$ cat src/rtl/div_pkg.sv
// Shared definitions for the sequential approximate array divider.
//   state_t     : control FSM states
//   cell_t      : one subtractor-cell result (borrow out, difference bit)
//   exact_cell  : full-subtractor cell
//   approx_cell : approximate cell; passes the minuend through and
//                 produces a borrow that ignores the subtrahend bit
package div_pkg;

    typedef enum logic [1:0] {
        IDLE = 2'd0,
        RUN  = 2'd1,
        DONE = 2'd2
    } state_t;

    typedef struct packed {
        logic bout;
        logic diff;
    } cell_t;

    function automatic cell_t exact_cell(input logic x, input logic y, input logic bin);
        cell_t c;
        c.diff = x ^ y ^ bin;
        c.bout = (~x & y) | (~(x ^ y) & bin);
        return c;
    endfunction

    function automatic cell_t approx_cell(input logic x, input logic bin);
        cell_t c;
        c.diff = x;
        c.bout = x | ~bin;
        return c;
    endfunction

endpackage

$ cat src/rtl/div_row.sv
// One restoring-division iteration (purely combinational).
//   i_t     : partial remainder with next dividend bit appended, D_W+1 bits
//   i_d     : divisor
//   i_amask : per-column select, 1 = approximate cell in that column
//   o_q     : quotient bit for this iteration
//   o_r     : next partial remainder
module div_row
    import div_pkg::*;
#(
    parameter int D_W = 8
) (
    input  logic [D_W:0]   i_t,
    input  logic [D_W-1:0] i_d,
    input  logic [D_W-1:0] i_amask,
    output logic           o_q,
    output logic [D_W-1:0] o_r
);

    logic [D_W-1:0] w_diff;
    logic           w_bout;

    // Ripple borrow across the row; a local variable keeps the chain
    // inside one process.
    always_comb begin
        logic  b;
        cell_t c;
        b      = 1'b0;
        c      = '0;
        w_diff = '0;
        for (int j = 0; j < D_W; j++) begin
            c         = i_amask[j] ? approx_cell(i_t[j], b) : exact_cell(i_t[j], i_d[j], b);
            w_diff[j] = c.diff;
            b         = c.bout;
        end
        w_bout = b;
    end

    // The top bit of T covers the case where the D_W-bit subtraction
    // borrows but the full D_W+1-bit value still exceeds the divisor.
    assign o_q = i_t[D_W] | ~w_bout;
    assign o_r = o_q ? w_diff : i_t[D_W-1:0];

endmodule

$ cat src/rtl/seq_approx_array_divider.sv
// Iterative restoring divider, ITER_PER_CYCLE quotient bits per clock,
// MSB first, with optional approximate cells in the low-order rows/columns.
//   clk, rst_n        : clock, asynchronous active-low reset
//   i_in_valid        : operands valid          o_in_ready : idle, accepting
//   i_n, i_d          : dividend (D_W+Q_W), divisor (D_W)
//   i_approx_en       : enable approximate rows for this operation
//   o_out_valid       : result valid            i_out_ready: consumer accepts
//   o_q, o_r          : quotient, remainder
//   o_dbz, o_ovf      : divisor zero, quotient overflow (flags only)
module seq_approx_array_divider
    import div_pkg::*;
#(
    parameter int D_W            = 8,
    parameter int Q_W            = 8,
    parameter int ITER_PER_CYCLE = 1,
    parameter int APPROX_ROWS    = 4,
    parameter int APPROX_COLS    = 8
) (
    input  logic               clk,
    input  logic               rst_n,
    input  logic               i_in_valid,
    output logic               o_in_ready,
    input  logic [D_W+Q_W-1:0] i_n,
    input  logic [D_W-1:0]     i_d,
    input  logic               i_approx_en,
    output logic               o_out_valid,
    input  logic               i_out_ready,
    output logic [Q_W-1:0]     o_q,
    output logic [D_W-1:0]     o_r,
    output logic               o_dbz,
    output logic               o_ovf
);

    localparam int N_W = D_W + Q_W;
    localparam int KW  = (Q_W > 1) ? $clog2(Q_W) : 1;

    state_t          r_state, w_next;
    logic [KW-1:0]   r_k;
    logic [D_W-1:0]  r_rem;
    logic [Q_W-1:0]  r_nq;     // unused dividend bits on top, quotient bits shift in below
    logic [D_W-1:0]  r_d;
    logic            r_apx;
    logic            r_dbz;
    logic            r_ovf;

    logic [ITER_PER_CYCLE:0][D_W-1:0]   w_rem;
    logic [ITER_PER_CYCLE-1:0]          w_qb;
    logic [ITER_PER_CYCLE-1:0][D_W-1:0] w_amask;
    logic [Q_W-1:0]                     w_nq_next;
    logic                               w_last;

    // Stage s of this clock handles iteration k-s.
    always_comb begin
        w_amask = '0;
        for (int s = 0; s < ITER_PER_CYCLE; s++) begin
            for (int j = 0; j < D_W; j++) begin
                if (r_apx && (j < APPROX_COLS) && ((int'(r_k) - s) < APPROX_ROWS))
                    w_amask[s][j] = 1'b1;
            end
        end
    end

    assign w_rem[0] = r_rem;

    for (genvar s = 0; s < ITER_PER_CYCLE; s++) begin : g_row
        div_row #(.D_W(D_W)) u_row (
            .i_t     ({w_rem[s], r_nq[Q_W-1-s]}),
            .i_d     (r_d),
            .i_amask (w_amask[s]),
            .o_q     (w_qb[s]),
            .o_r     (w_rem[s+1])
        );
    end

    // Consumed dividend bits leave the top; new quotient bits enter the
    // bottom, so after Q_W iterations r_nq holds the complete quotient.
    always_comb begin
        w_nq_next = r_nq << ITER_PER_CYCLE;
        for (int s = 0; s < ITER_PER_CYCLE; s++)
            w_nq_next[ITER_PER_CYCLE-1-s] = w_qb[s];
    end

    assign w_last = (r_k == KW'(ITER_PER_CYCLE - 1));

    always_ff @(posedge clk or negedge rst_n) begin
        if (!rst_n) r_state <= IDLE;
        else        r_state <= w_next;
    end

    always_comb begin
        w_next = r_state;
        case (r_state)
            IDLE:    if (i_in_valid)  w_next = RUN;
            RUN:     if (w_last)      w_next = DONE;
            DONE:    if (i_out_ready) w_next = IDLE;
            default:                  w_next = IDLE;
        endcase
    end

    always_ff @(posedge clk or negedge rst_n) begin
        if (!rst_n) begin
            r_k   <= '0;
            r_rem <= '0;
            r_nq  <= '0;
            r_d   <= '0;
            r_apx <= 1'b0;
            r_dbz <= 1'b0;
            r_ovf <= 1'b0;
        end else begin
            case (r_state)
                IDLE: if (i_in_valid) begin
                    r_rem <= i_n[N_W-1:Q_W];
                    r_nq  <= i_n[Q_W-1:0];
                    r_d   <= i_d;
                    r_apx <= i_approx_en;
                    r_k   <= KW'(Q_W - 1);
                    r_dbz <= (i_d == '0);
                    r_ovf <= (i_n[N_W-1:Q_W] >= i_d);
                end
                RUN: begin
                    r_rem <= w_rem[ITER_PER_CYCLE];
                    r_nq  <= w_nq_next;
                    r_k   <= r_k - KW'(ITER_PER_CYCLE);
                end
                default: ;
            endcase
        end
    end

    assign o_in_ready  = (r_state == IDLE);
    assign o_out_valid = (r_state == DONE);
    assign o_q         = r_nq;
    assign o_r         = r_rem;
    assign o_dbz       = r_dbz;
    assign o_ovf       = r_ovf;

endmodule
$ cat config.mk
export PLATFORM = sky130hd
export DESIGN_NAME = seq_approx_array_divider
export DESIGN_NICKNAME = d
export VERILOG_FILES = /design/src/rtl/div_pkg.sv /design/src/rtl/div_row.sv /design/src/rtl/seq_approx_array_divider.sv
export SDC_FILE = /design/constraint.sdc
export NUM_CORES = 1
export LEC_CHECK = 0
export ABC_CLOCK_PERIOD_IN_PS = 15200
export CAP_MARGIN = 30
export CORE_MARGIN = 8
export CORE_UTILIZATION = 43
export CTS_CLUSTER_DIAMETER = 200
export DETAILED_ROUTE_END_ITERATION = 6
export GPL_TIMING_DRIVEN = 0
export PLACE_DENSITY = 0.71
export SKIP_CTS_REPAIR_TIMING = 1
export SLEW_MARGIN = 0
export SYNTH_ARGS = -nofsm -noshare
export SYNTH_HDL_FRONTEND = slang
export SYNTH_SLANG_ARGS = --single-unit
$ cat constraint.sdc
create_clock -name clk -period 15.2 [get_ports clk]
set_clock_uncertainty 0.05 [all_clocks]
set_input_delay 4.56 -clock clk [delete_from_list [all_inputs] [get_ports clk]]
set_output_delay 4.56 -clock clk [all_outputs]
set_load 0.02 [all_outputs]
* Word-level counts from Yosys, hierarchy flattened
Cells that the tools add are included. Widths: inputs -> output; s select.
Cells by class: $add $sub $neg 1, $lt $le $gt $ge 2, equality and inequality tests 5, muxes and demuxes 20, bitwise operators 68, reduce and logical (&&, ||, !) cells 8
Operators with widths (count):
- $pmux 8 s2 | 2
- $mux 8 | 3
- $not 1->1 | 23
- $mux 2 | 11
- $and 1x1->1 | 15
- $or 1x1->1 | 15
- $xor 1x1->1 | 15
- $ge 8x8->1 | 1
- $logic_not 8->1 | 1
- $pmux 2 s3 | 1
- $pmux 3 s2 | 1
- $ne 2x2->1 const B | 2
- $reduce_and 2->1 | 2
- $logic_not 3->1 | 1
- $lt 3x3->1 const B | 1
- $mux 3 | 1
- $reduce_and 3->1 | 1
- $sub 3x1->3 const B | 1
- $eq 2x1->1 const B | 1
- $eq 2x2->1 const B | 1
- $logic_not 2->1 | 1
- $ne 2x1->1 const B | 1
- $reduce_bool 2->1 | 1
- $logic_and 1x1->1 | 1
- $mux 1 | 1
Word-level totals: bits in registers 32, input bits 29, output and inout port bits 20, word-level logic and storage cells 112

* Logic depth before layout (Yosys ltp)
depth in word-level cells 29, depth in mapped cells 27, mapped depth without buffers 26

* Modules after synthesis
From an unflattened synthesis, not the netlist that was laid out.
Second synthesis, totals: cells, all modules 225, area total of the unflattened synthesis 2257.2 sq um
Modules (own cells, without submodules):
- seq_approx_array_divider | times used 1, cells an instance 155, area an instance 1727.9 sq um, seq. area each 800.8 sq um
- div_row | times used 1, cells an instance 70, area an instance 529.3 sq um, seq. area each 0.0 sq um

* Worst setup path before layout
OpenSTA, ideal clock, no wires.
path kind input to register, start point in i_d[5], end point reg r_ovf (netlist: o_ovf), library setup time 0.122 ns, arrival 5.575 ns, required time 15.028 ns, slack 9.452 ns, cell stages on the path 6, buffers on the path 0, path through inv_1 ha_1 a21o_1 a2111oi_4 o21a_1 nor3_1
On the way: longest elaborated chain between the ends 1
RTL lines:
- start: declaration | RTL line seq_approx_array_divider.sv:24 | input logic [D_W-1:0] i_d,
- $ge 8x8->1 | RTL line seq_approx_array_divider.sv:118 | r_ovf <= (i_n[N_W-1:Q_W] >= i_d);
- end signal: assignment | RTL line seq_approx_array_divider.sv:118
- end: declaration | RTL line seq_approx_array_divider.sv:44 | logic r_ovf;
No other way between the ends. A chain may end at the register's enable or synchronous reset.

* Final worst setup path
start point reg r_state[1], end point out o_out_valid
On the way: longest elaborated chain between the ends 1
RTL lines:
- start: declaration | RTL line seq_approx_array_divider.sv:37 | state_t r_state, w_next;
- start signal: assignment | RTL line seq_approx_array_divider.sv:87 | else r_state <= w_next;
- $eq 2x2->1 | RTL line seq_approx_array_divider.sv:131 | assign o_out_valid = (r_state == DONE);
- end: declaration | RTL line seq_approx_array_divider.sv:26 | output logic o_out_valid,
No other way between the ends.

==> qor.yml <==
cp-end-kind: "output pin"
nets: 319
crit_chain: "nor2b_1 > clkdlybuf4s50_1"
cpPeakStageDelay_ns: 0.65
required_ns: 10.59
arrival_ns: 1.65
timing.hold.ws_ns: 0.421
rows: 24
synth_commonest_cells: "nand2_1, dfrtp_1, inv_1"
switchingPower_w: 0.000276
async_reset_ff_share_pct: 100
p_comb_share_pct: 60.9
crit_type: "flip-flop to output pin"
p_sw_share_pct: 45.7
clk_pin_slew_ns: 0.07
drt_first_pass_iters: 4
grt_start_max_net_pins: 33
grt_util_met2_pct: 28.4
power_density_nw_per_um2: 234
crit_slowest_cell: "clkdlybuf4s50_1"
clock_path_buffers: 2
place_ws_ns: 8.81
pin_count: 49
drtIter0Drc: 94
synth_area_leaders: "dfrtp_1, nand2_1, fa_1, ha_1, a31oi_1"
ff2ff_path_depth: 27
multiInputGateArea_um2: 1020
synth_cell_type_count: 34
use_met3_pct: 4.69
syn-instance-count: 217
setup_viol: 0
vias: 1751
fin_crit_sh_pct: 41.2
finalHoldViolCount: 0
synth_top_area_share_pct: 41.0
syn_area_um2: 1950
reg2reg_slack_ns: 9.54
critical_path.startpoint_type: "flip-flop"
drive_gt1_share_pct: 10.6
wirelength_mm: 5.38
synth_seq_cells: 32
max_freq_ghz: 0.160
root_buffer: "clkbuf_8"
cts_made_buffers: 5
intPower_w: 0.000328
drt-wirelength-per-cell_um: 16.5
tns_ns: 0
place_congestion: 0.942
io_buffers: 48
cts_tree: "done"
synth_area_leader_cell: "dfrtp_1"
tightest_slew_ns: 0.761
holdCritPathClass: "flip-flop to flip-flop"
initial_core_util_pct: 44.8
syn_nets: 264
dp_hpwl_mm: 4.08
grt_overflow: 0
use_met1_pct: 18.0
synthFlopType: "dfrtp_1"
antennaDiodeCount: 0
clock_sinks: 32
status: "completed"
die_y_um: 83.4
power_frac_seq_pct: 28.1
die_w_um: 83.4
yosysWarnings: 0
p_leak_nw: 1.18
worstPathMaxFanout: 8
grt_pass1_vias: 1905
via_per_inst: 5.39
grt_pass1_wl_mm: 9.22
final_core_util_pct: 59.3
layout_setup_ws_ns: 8.94
htree_levels: 2
track_usage_pct: 16.2
grt.busiest_layer: "met2"
dieArea_um2: 6950
drtAntennaViolNets: 0
area_growth_pct: 32.2
core_um2: 4350
ir_drop_v: 0.0000995
fillerInstances: 399
slew_headroom_pct: 49.2
period_minus_slack_ns: 6.26
clock_power_share_pct: 11.0
clk_latency_ns: 0.29
drc_errors: 0
power_w: 0.000603
seqCellArea_um2: 801
synth.avg_cell_area_um2: 8.99
maxCapViolCount: 0
rsz0062_at_grt: "false"
antenna_found_initial: 0
yosysMostFrequentCell: "nand2_1"
synth_edf_count: 0
synth-seq-area-share_pct: 41.0
drv_slew: 0
whs_path_depth: 1
==> worst paths after layout <==
check | end | start
worst max-delay path | o_out_valid | r_state[1]$_DFFE_PN0P_
worst min-delay path | r_k[0]$_DFFE_PN0P_ | r_k[0]$_DFFE_PN0P_
worst max register to register | o_r[0]$_DFFE_PN0P_ | o_q[7]$_DFFE_PN0P_
worst min register to register | r_k[0]$_DFFE_PN0P_ | r_k[0]$_DFFE_PN0P_
max in group asynchronous | o_ovf$_DFFE_PN0P_ | rst_n
min in group asynchronous | r_d[3]$_DFFE_PN0P_ | rst_n
==> layout by cell type (no fill, tap or decap), types with 2 or more instances in the layout <==
cell             Yosys  layout
o22ai_1              8       8
a21o_1               2       2
a21oi_1              3       3
clkinv_2             0       2
nor4_1               2       2
nand2_1             42      42
o21ai_1              2       2
o21a_1               4       4
clkdlybuf4s50_1      0      47
fa_1                 7       7
nor3_1               2       2
o21ai_0             17      17
ha_1                11      11
nor2b_1              3       3
or2_2                8       8
nand2b_1             4       4
clkbuf_1             3       3
a31oi_1             14      14
nor2_1              12      12
dfrtp_1             32      32
buf_2                6       7
inv_1               21      21
clkbuf_8             0       5
==> registers in the layout, indices dropped and copies added, names as in the netlist <==
name	count
o_q	8
o_r	8
r_d	8
r_k	3
r_state	2
o_dbz	1
o_ovf	1
r_apx	1
==> cells by family (layout without fill, tap and decap cells) <==
family | Yosys count | count (layout) | share of synthesized area (%)
compound gates | 57 | 57 | 19.1
simple gates | 79 | 79 | 19.1
buf+inv | 31 | 87 | 6.54
fa+ha+maj | 18 | 18 | 14.2
flops | 32 | 32 | 41.0
==> metal layers <==
layer / vias to the layer above / wire [um] / share of wire (%)
met3: 8 / 272 / 5.1
met4: 0 / 59 / 1.1
met5: - / 0 / 0
met2: 36 / 2750 / 51
li1: 849 / - / -
met1: 858 / 2300 / 43
==> through the flow <==
stage          instances  instance area, um^2
6_report             325                 2580
5_1_grt              325                 2580
4_1_cts              325                 2580
3_5_place_dp         317                 2490
3_3_place_gp         317                 2500
2_1_floorplan        217                 1950
==> critical path: cells and delay by family, from the launching register on <==
| kind | cells | cell delay (ns) |
|---|---|---|
| buffers and inverters | 1 | 0.65 |
| DFF | 1 | 0.46 |
| and+or+nand+nor | 1 | 0.25 |
==> cell type report <==
type                    count  area share (%)
well taps                  52            2.52
inverters                  21            3.06
clock buffers               5            2.67
clock inverters             3           0.727
multi-input cells         154            39.7
flip-flops and latches     32            31.0
plain buffers              10            1.89
repair buffers             48            18.4
==> power groups by stage <==
stage	Sequential (W)	Clock (W)	Combinational, W
global route	0.000177	0.0000714	0.000421
floorplan	0.000191	0	0.000216
finish	0.000170	0.0000663	0.000367
global placement	0.000170	0	0.000352
detailed placement	0.000171	0	0.000368
CTS	0.000170	0.0000677	0.000370
No activity file was read; power rests on OpenSTA's default activity.
